<file path="src/rtl/constraint_sweep_ctrl.sv">
// Gauss-Seidel sweep sequencer for a rope of points: streams (up, cur, down)
// windows from a sync position RAM through a shared enforce unit and writes results back.
module constraint_sweep_ctrl #(
  parameter int WIDTH      = 32,
  parameter int NUM_POINTS = 16,
  parameter int ITERATIONS = 4,
  localparam int AW = (NUM_POINTS > 2) ? $clog2(NUM_POINTS) : 1
) (
  input  logic             clk,
  input  logic             rst,
  input  logic             start,
  output logic             busy,
  output logic             done,
  output logic             rd_en,
  output logic [AW-1:0]    rd_addr,
  input  logic [WIDTH-1:0] rd_x,
  input  logic [WIDTH-1:0] rd_y,
  output logic             wr_en,
  output logic [AW-1:0]    wr_addr,
  output logic [WIDTH-1:0] wr_x,
  output logic [WIDTH-1:0] wr_y,
  output logic [WIDTH-1:0] cu_up_x,
  output logic [WIDTH-1:0] cu_up_y,
  output logic [WIDTH-1:0] cu_x,
  output logic [WIDTH-1:0] cu_y,
  output logic [WIDTH-1:0] cu_down_x,
  output logic [WIDTH-1:0] cu_down_y,
  output logic             cu_is_last,
  input  logic [WIDTH-1:0] cu_x_enf,
  input  logic [WIDTH-1:0] cu_y_enf
);

  localparam int IW = (ITERATIONS > 1) ? $clog2(ITERATIONS) : 1;
  localparam logic [AW-1:0] LAST_IDX  = AW'(NUM_POINTS - 1);
  localparam logic [IW-1:0] LAST_ITER = IW'(ITERATIONS - 1);

  localparam logic [2:0] S_IDLE   = 3'd0;
  localparam logic [2:0] S_PRIME0 = 3'd1;
  localparam logic [2:0] S_PRIME1 = 3'd2;
  localparam logic [2:0] S_PRIME2 = 3'd3;
  localparam logic [2:0] S_FETCH  = 3'd4;
  localparam logic [2:0] S_EVAL   = 3'd5;
  localparam logic [2:0] S_COMMIT = 3'd6;
  localparam logic [2:0] S_DONE   = 3'd7;

  logic [2:0]       state_q, state_d;
  logic [AW-1:0]    idx_q, idx_d;
  logic [IW-1:0]    iter_q, iter_d;
  logic [WIDTH-1:0] up_x_q, up_x_d, up_y_q, up_y_d;
  logic [WIDTH-1:0] cur_x_q, cur_x_d, cur_y_q, cur_y_d;
  logic [WIDTH-1:0] dn_x_q, dn_x_d, dn_y_q, dn_y_d;
  logic             busy_q, busy_d, done_q, done_d;
  logic             rd_en_q, rd_en_d, wr_en_q, wr_en_d, last_q, last_d;
  logic [AW-1:0]    rd_addr_q, rd_addr_d, wr_addr_q, wr_addr_d;
  logic             is_last;

  assign is_last = (idx_q == LAST_IDX);

  // Sequencing and window register updates
  always_comb begin
    state_d = state_q;
    idx_d   = idx_q;
    iter_d  = iter_q;
    up_x_d  = up_x_q;
    up_y_d  = up_y_q;
    cur_x_d = cur_x_q;
    cur_y_d = cur_y_q;
    dn_x_d  = dn_x_q;
    dn_y_d  = dn_y_q;
    case (state_q)
      S_IDLE: begin
        if (start) begin
          state_d = S_PRIME0;
          iter_d  = '0;
          idx_d   = '0;
        end else begin
          state_d = S_IDLE;
        end
      end
      S_PRIME0: state_d = S_PRIME1;
      S_PRIME1: begin
        up_x_d  = rd_x;
        up_y_d  = rd_y;
        idx_d   = AW'(1);
        state_d = S_PRIME2;
      end
      S_PRIME2: begin
        cur_x_d = rd_x;
        cur_y_d = rd_y;
        state_d = S_FETCH;
      end
      S_FETCH: state_d = S_EVAL;
      S_EVAL: begin
        // The last point has no neighbour below; it sees itself as down.
        if (is_last) begin
          dn_x_d = cur_x_q;
          dn_y_d = cur_y_q;
        end else begin
          dn_x_d = rd_x;
          dn_y_d = rd_y;
        end
        state_d = S_COMMIT;
      end
      S_COMMIT: begin
        up_x_d  = cu_x_enf;
        up_y_d  = cu_y_enf;
        cur_x_d = dn_x_q;
        cur_y_d = dn_y_q;
        if (!is_last) begin
          idx_d   = idx_q + AW'(1);
          state_d = S_FETCH;
        end else if (iter_q != LAST_ITER) begin
          iter_d  = iter_q + IW'(1);
          idx_d   = '0;
          state_d = S_PRIME0;
        end else begin
          idx_d   = '0;
          state_d = S_DONE;
        end
      end
      S_DONE:  state_d = S_IDLE;
      default: state_d = S_IDLE;
    endcase
  end

  // Output strobes decoded from the next state so they are registered
  always_comb begin
    busy_d    = (state_d != S_IDLE);
    done_d    = (state_d == S_DONE);
    wr_en_d   = (state_d == S_COMMIT);
    wr_addr_d = (state_d == S_COMMIT) ? idx_d : '0;
    last_d    = (idx_d == LAST_IDX);
    rd_en_d   = 1'b0;
    rd_addr_d = '0;
    case (state_d)
      S_PRIME0: rd_en_d = 1'b1;
      S_PRIME1: begin
        rd_en_d   = 1'b1;
        rd_addr_d = AW'(1);
      end
      S_FETCH: begin
        if (idx_d != LAST_IDX) begin
          rd_en_d   = 1'b1;
          rd_addr_d = idx_d + AW'(1);
        end else begin
          rd_en_d   = 1'b0;
          rd_addr_d = '0;
        end
      end
      default: begin
        rd_en_d   = 1'b0;
        rd_addr_d = '0;
      end
    endcase
  end

  // State and output registers
  always_ff @(posedge clk) begin
    if (rst) begin
      state_q   <= S_IDLE;
      idx_q     <= '0;
      iter_q    <= '0;
      up_x_q    <= '0;
      up_y_q    <= '0;
      cur_x_q   <= '0;
      cur_y_q   <= '0;
      dn_x_q    <= '0;
      dn_y_q    <= '0;
      busy_q    <= 1'b0;
      done_q    <= 1'b0;
      rd_en_q   <= 1'b0;
      wr_en_q   <= 1'b0;
      last_q    <= 1'b0;
      rd_addr_q <= '0;
      wr_addr_q <= '0;
    end else begin
      state_q   <= state_d;
      idx_q     <= idx_d;
      iter_q    <= iter_d;
      up_x_q    <= up_x_d;
      up_y_q    <= up_y_d;
      cur_x_q   <= cur_x_d;
      cur_y_q   <= cur_y_d;
      dn_x_q    <= dn_x_d;
      dn_y_q    <= dn_y_d;
      busy_q    <= busy_d;
      done_q    <= done_d;
      rd_en_q   <= rd_en_d;
      wr_en_q   <= wr_en_d;
      last_q    <= last_d;
      rd_addr_q <= rd_addr_d;
      wr_addr_q <= wr_addr_d;
    end
  end

  assign busy       = busy_q;
  assign done       = done_q;
  assign rd_en      = rd_en_q;
  assign rd_addr    = rd_addr_q;
  assign wr_en      = wr_en_q;
  assign wr_addr    = wr_addr_q;
  assign cu_is_last = last_q;
  assign wr_x       = cu_x_enf;
  assign wr_y       = cu_y_enf;
  assign cu_up_x    = up_x_q;
  assign cu_up_y    = up_y_q;
  assign cu_x       = cur_x_q;
  assign cu_y       = cur_y_q;
  assign cu_down_x  = dn_x_q;
  assign cu_down_y  = dn_y_q;

endmodule
</file>
<file path="config.mk">
export PLATFORM = sky130hd
export DESIGN_NAME = constraint_sweep_ctrl
export DESIGN_NICKNAME = d
export VERILOG_FILES = /design/src/rtl/constraint_sweep_ctrl.sv
export SDC_FILE = /design/constraint.sdc
export NUM_CORES = 1
export LEC_CHECK = 0
export CORE_ASPECT_RATIO = 0.6
export CORE_MARGIN = 3
export CORE_UTILIZATION = 47
export CTS_CLUSTER_SIZE = 10
export DETAILED_ROUTE_END_ITERATION = 16
export GPL_TIMING_DRIVEN = 0
export PLACE_DENSITY = 0.94
export SLEW_MARGIN = 20
export SYNTH_ARGS = -nofsm -noshare
export SYNTH_HDL_FRONTEND = slang
export SYNTH_SLANG_ARGS = --single-unit
</file>
<file path="constraint.sdc">
create_clock -name clk -period 3.8 [get_ports clk]
set_input_delay 0.76 -clock clk [delete_from_list [all_inputs] [get_ports clk]]
set_output_delay 0.76 -clock clk [all_outputs]
set_load 0.01 [all_outputs]
</file>
==> flow_summary_export.csv <==
group,metric,value,unit
drt,vias,10700,
sta,drv_slew,0,
sta,fmax,352,MHz
floorplanning,rows,40,
status,status,"completed",
synthesis,syn-cell-area,10100,µm²
sta,period_share,74.8,%
hold_path,hp-class,"reg2reg",
critical_path,critPathMaxFanout,2,
clock_tree,cts_tree,"done",
critical_path,r2r-start,"idx_q[0]",
synthesis,syn-num-nets,1235,
power,p_per_area,364,nW/µm²
critical_path,worstPathRequired,3.04,ns
critical_path,critPathArrivalTime,2.08,ns
synthesis,ys_seq_elements,214,
critical_path,startpoint_type,"input port",
layout,drive_gt1_share,15.8,%
synthesis,synth_cell_types,50,
clock_tree,cts_setup_buffers,0,
critical_path,reg2regPathDepth,10,
floorplanning,die_y,119,µm
clock_tree,ctsResizeCount,0,
critical_path,rr_endpoint,"rd_en",
clock_tree,clock-sinks,214,
layout,final_common_cell,"clkdlybuf4s50_1",
global_routing,grt_pass1_wl,61.6,mm
layout,area_delta_synth_final,49.6,%
drt,drc,0,
synthesis,synthDominantCellAreaShare,42.5,%
critical_path,crit_slowest_cell,"clkdlybuf4s50_1",
clock_tree,root_buffer,"clkbuf_16",
critical_path,cp_common_cell,"clkdlybuf4s50_1",
synthesis,yosys-top-cells-area,"dfxtp_1 43%, a311oi_2 8.3%, nand2_1 7.1%",
power,ir_worst_vdd,0.000305,V
layout,mostFrequentLayoutCells,"399 x clkdlybuf4s50_1, 214 x dfxtp_1, 191 x nand2_1",
floorplanning,core-area,20500,µm²
drt,dr.pass1.iters,6,
clock_tree,htreeDepth,1,
layout,final_area,15100,µm²
global_routing,grt_max_degree,13,
sta,period_minus_slack,2.84,ns
global_routing,grtUsageTotal,33.2,%
power,p_total,5.48,mW
clock_tree,cts_hold_buffers,0,
layout,fin_nets,1661,
clock_tree,cts_made_buffers,25,
place,dp_slack,0.916,ns
clock_tree,cts_buffer_depth,3,
critical_path,critPathKind,"in2out",
synthesis,syn_inst,1101,
sta,clock_skew,0.0145,ns
floorplanning,start_util,49.1,%
layout,layoutNonFillerInstCount,1803,
synthesis,ys_async_sr_fraction,0,%
place,port_buffers,399,
sta,tightest_slew,0.820,ns
drt,via_per_inst,5.93,
power,leakage,5.25,nW
global_routing,overflow,0,
place,post-place-cells,1773,
layout,fin_util,73.4,%
drt,routed_wl,40.9,mm
synthesis,synthFlopType,"dfxtp_1",
flow_run,cap_violations,0,
drt,drtIter0Drc,845,
critical_path,crit_end,"wr_x[10]",
floorplanning,ios,400,
sta,tns,0,ns
synthesis,ys_warn_count,0,
clock_tree,clk-insertion-delay-late,0.52,ns
synthesis,synth_edf_count,0,
place,place_area,14400,µm²
sta,finalSetupViolCount,0,
global_routing,grt_pass1_vias,10500,
sta,slew_headroom,45.3,%
critical_path,slowest_delay,0.60,ns
floorplanning,dieArea,23300,µm²
synthesis,synth_top_cell_by_area,"dfxtp_1",
global_routing,grt_antenna_before_repair,1,
critical_path,crit_chain,"clkdlybuf4s50_1 -> buf_4 -> clkdlybuf4s50_1",
sta,rsz0062_at_grt,"no",
synthesis,ys_seq_area_share,42.5,%
floorplanning,die_w,195,µm
place,hpwlAfterDp,30.0,mm
sta,hold_viol_final,0,
synthesis,syn_area_per_cell,9.15,µm²
clock_tree,path_clk_slew,0.06,ns
drt,postRouteAntennaNets,0,
sta,timing.hold.ws,0.471,ns
critical_path,cp-end-kind,"output pin",
critical_path,startpoint,"cu_x_enf[10]",
layout,fill_cells,1435,
place,gp_congestion,0.905,
sta,fin_ws,0.958,ns
drt,wire_per_inst,22.7,µm
critical_path,r2r_slack,1.50,ns
-- where the power goes --
| group | total [mW] | internal (mW) | switching (mW) |
|---|---|---|---|
| clock | 2.09 | 1.18 | 0.909 |
| sequential | 2.40 | 2.34 | 0.0607 |
| combinational | 0.997 | 0.509 | 0.487 |
-- flip-flops by register name, summed over array words and instances (netlist names) --
signal	cells
cu_down_x	32
cu_down_y	32
cu_up_x	32
cu_up_y	32
cu_x	32
cu_y	32
idx_q	4
rd_addr	4
wr_addr	4
state_q	3
iter_q	2
busy	1
cu_is_last	1
done	1
rd_en	1
wr_en	1
-- synthesized netlist by cell type, drive strengths merged, types with 5 or more instances --
master	number
dfxtp	214
nand2	191
nor2	153
buf	129
a211oi	72
mux2i	71
a21oi	65
a311oi	64
a22oi	60
clkbuf	33
nor3	9
o21ai	6
inv	5
-- area by class of cell --
class,instances,area (µm²),area share (%)
inverter,5,18.8,0.125
sequential,214,4280,28.4
tap,273,342,2.27
antenna,1,2.50,0.0166
clock buffer,27,643,4.27
timing repair buffer,399,3990,26.5
multi-input combinational,720,4690,31.1
buffer,162,1080,7.17
clock inverter,2,13.8,0.0913
-- critical path, delay by kind of cell --
| kind | cells | cell delay, ns |
|---|---|---|
| buf+inv | 3 | 1.32 |
-- logic make-up (layout without fill, tap and decap cells) --
logic type	after synthesis	after routing	share of synthesized area (%)
DFF	214	214	42.5
other	0	1	0
and+or+nand+nor	371	371	14.9
buffers and inverters	167	595	10.9
AOI/OAI and AO/OA	274	274	24.1
adders and majority gates	3	3	0.373
muxes	71	71	7.06
xor gates and xnor gates	1	1	0.0870
-- routing by layer --
metal / up-vias / global-route usage [%] / share of wire (%)
met3: 106 / 7.92 / 11
met1: 5156 / 43.7 / 40
met2: 737 / 54.2 / 46
met5: - / 0 / 0
li1: 4694 / - / -
met4: 0 / 10.1 / 3.2
-- worst min path at each step --
stage / startpoint / endpoint / slack, ns / cells after the start
after floorplan: iter_q[1] / iter_q[1] / 0.46 / 2
after global placement: cu_x[1] / cu_x[1] / 0.46 / 2
after detailed placement: cu_y[16] / cu_y[16] / 0.46 / 2
after CTS: cu_y[16] / cu_y[16] / 0.47 / 2
after global routing: cu_y[16] / cu_y[16] / 0.49 / 2
final: cu_y[16] / cu_y[16] / 0.47 / 2
(Power assumes the default switching activity.)
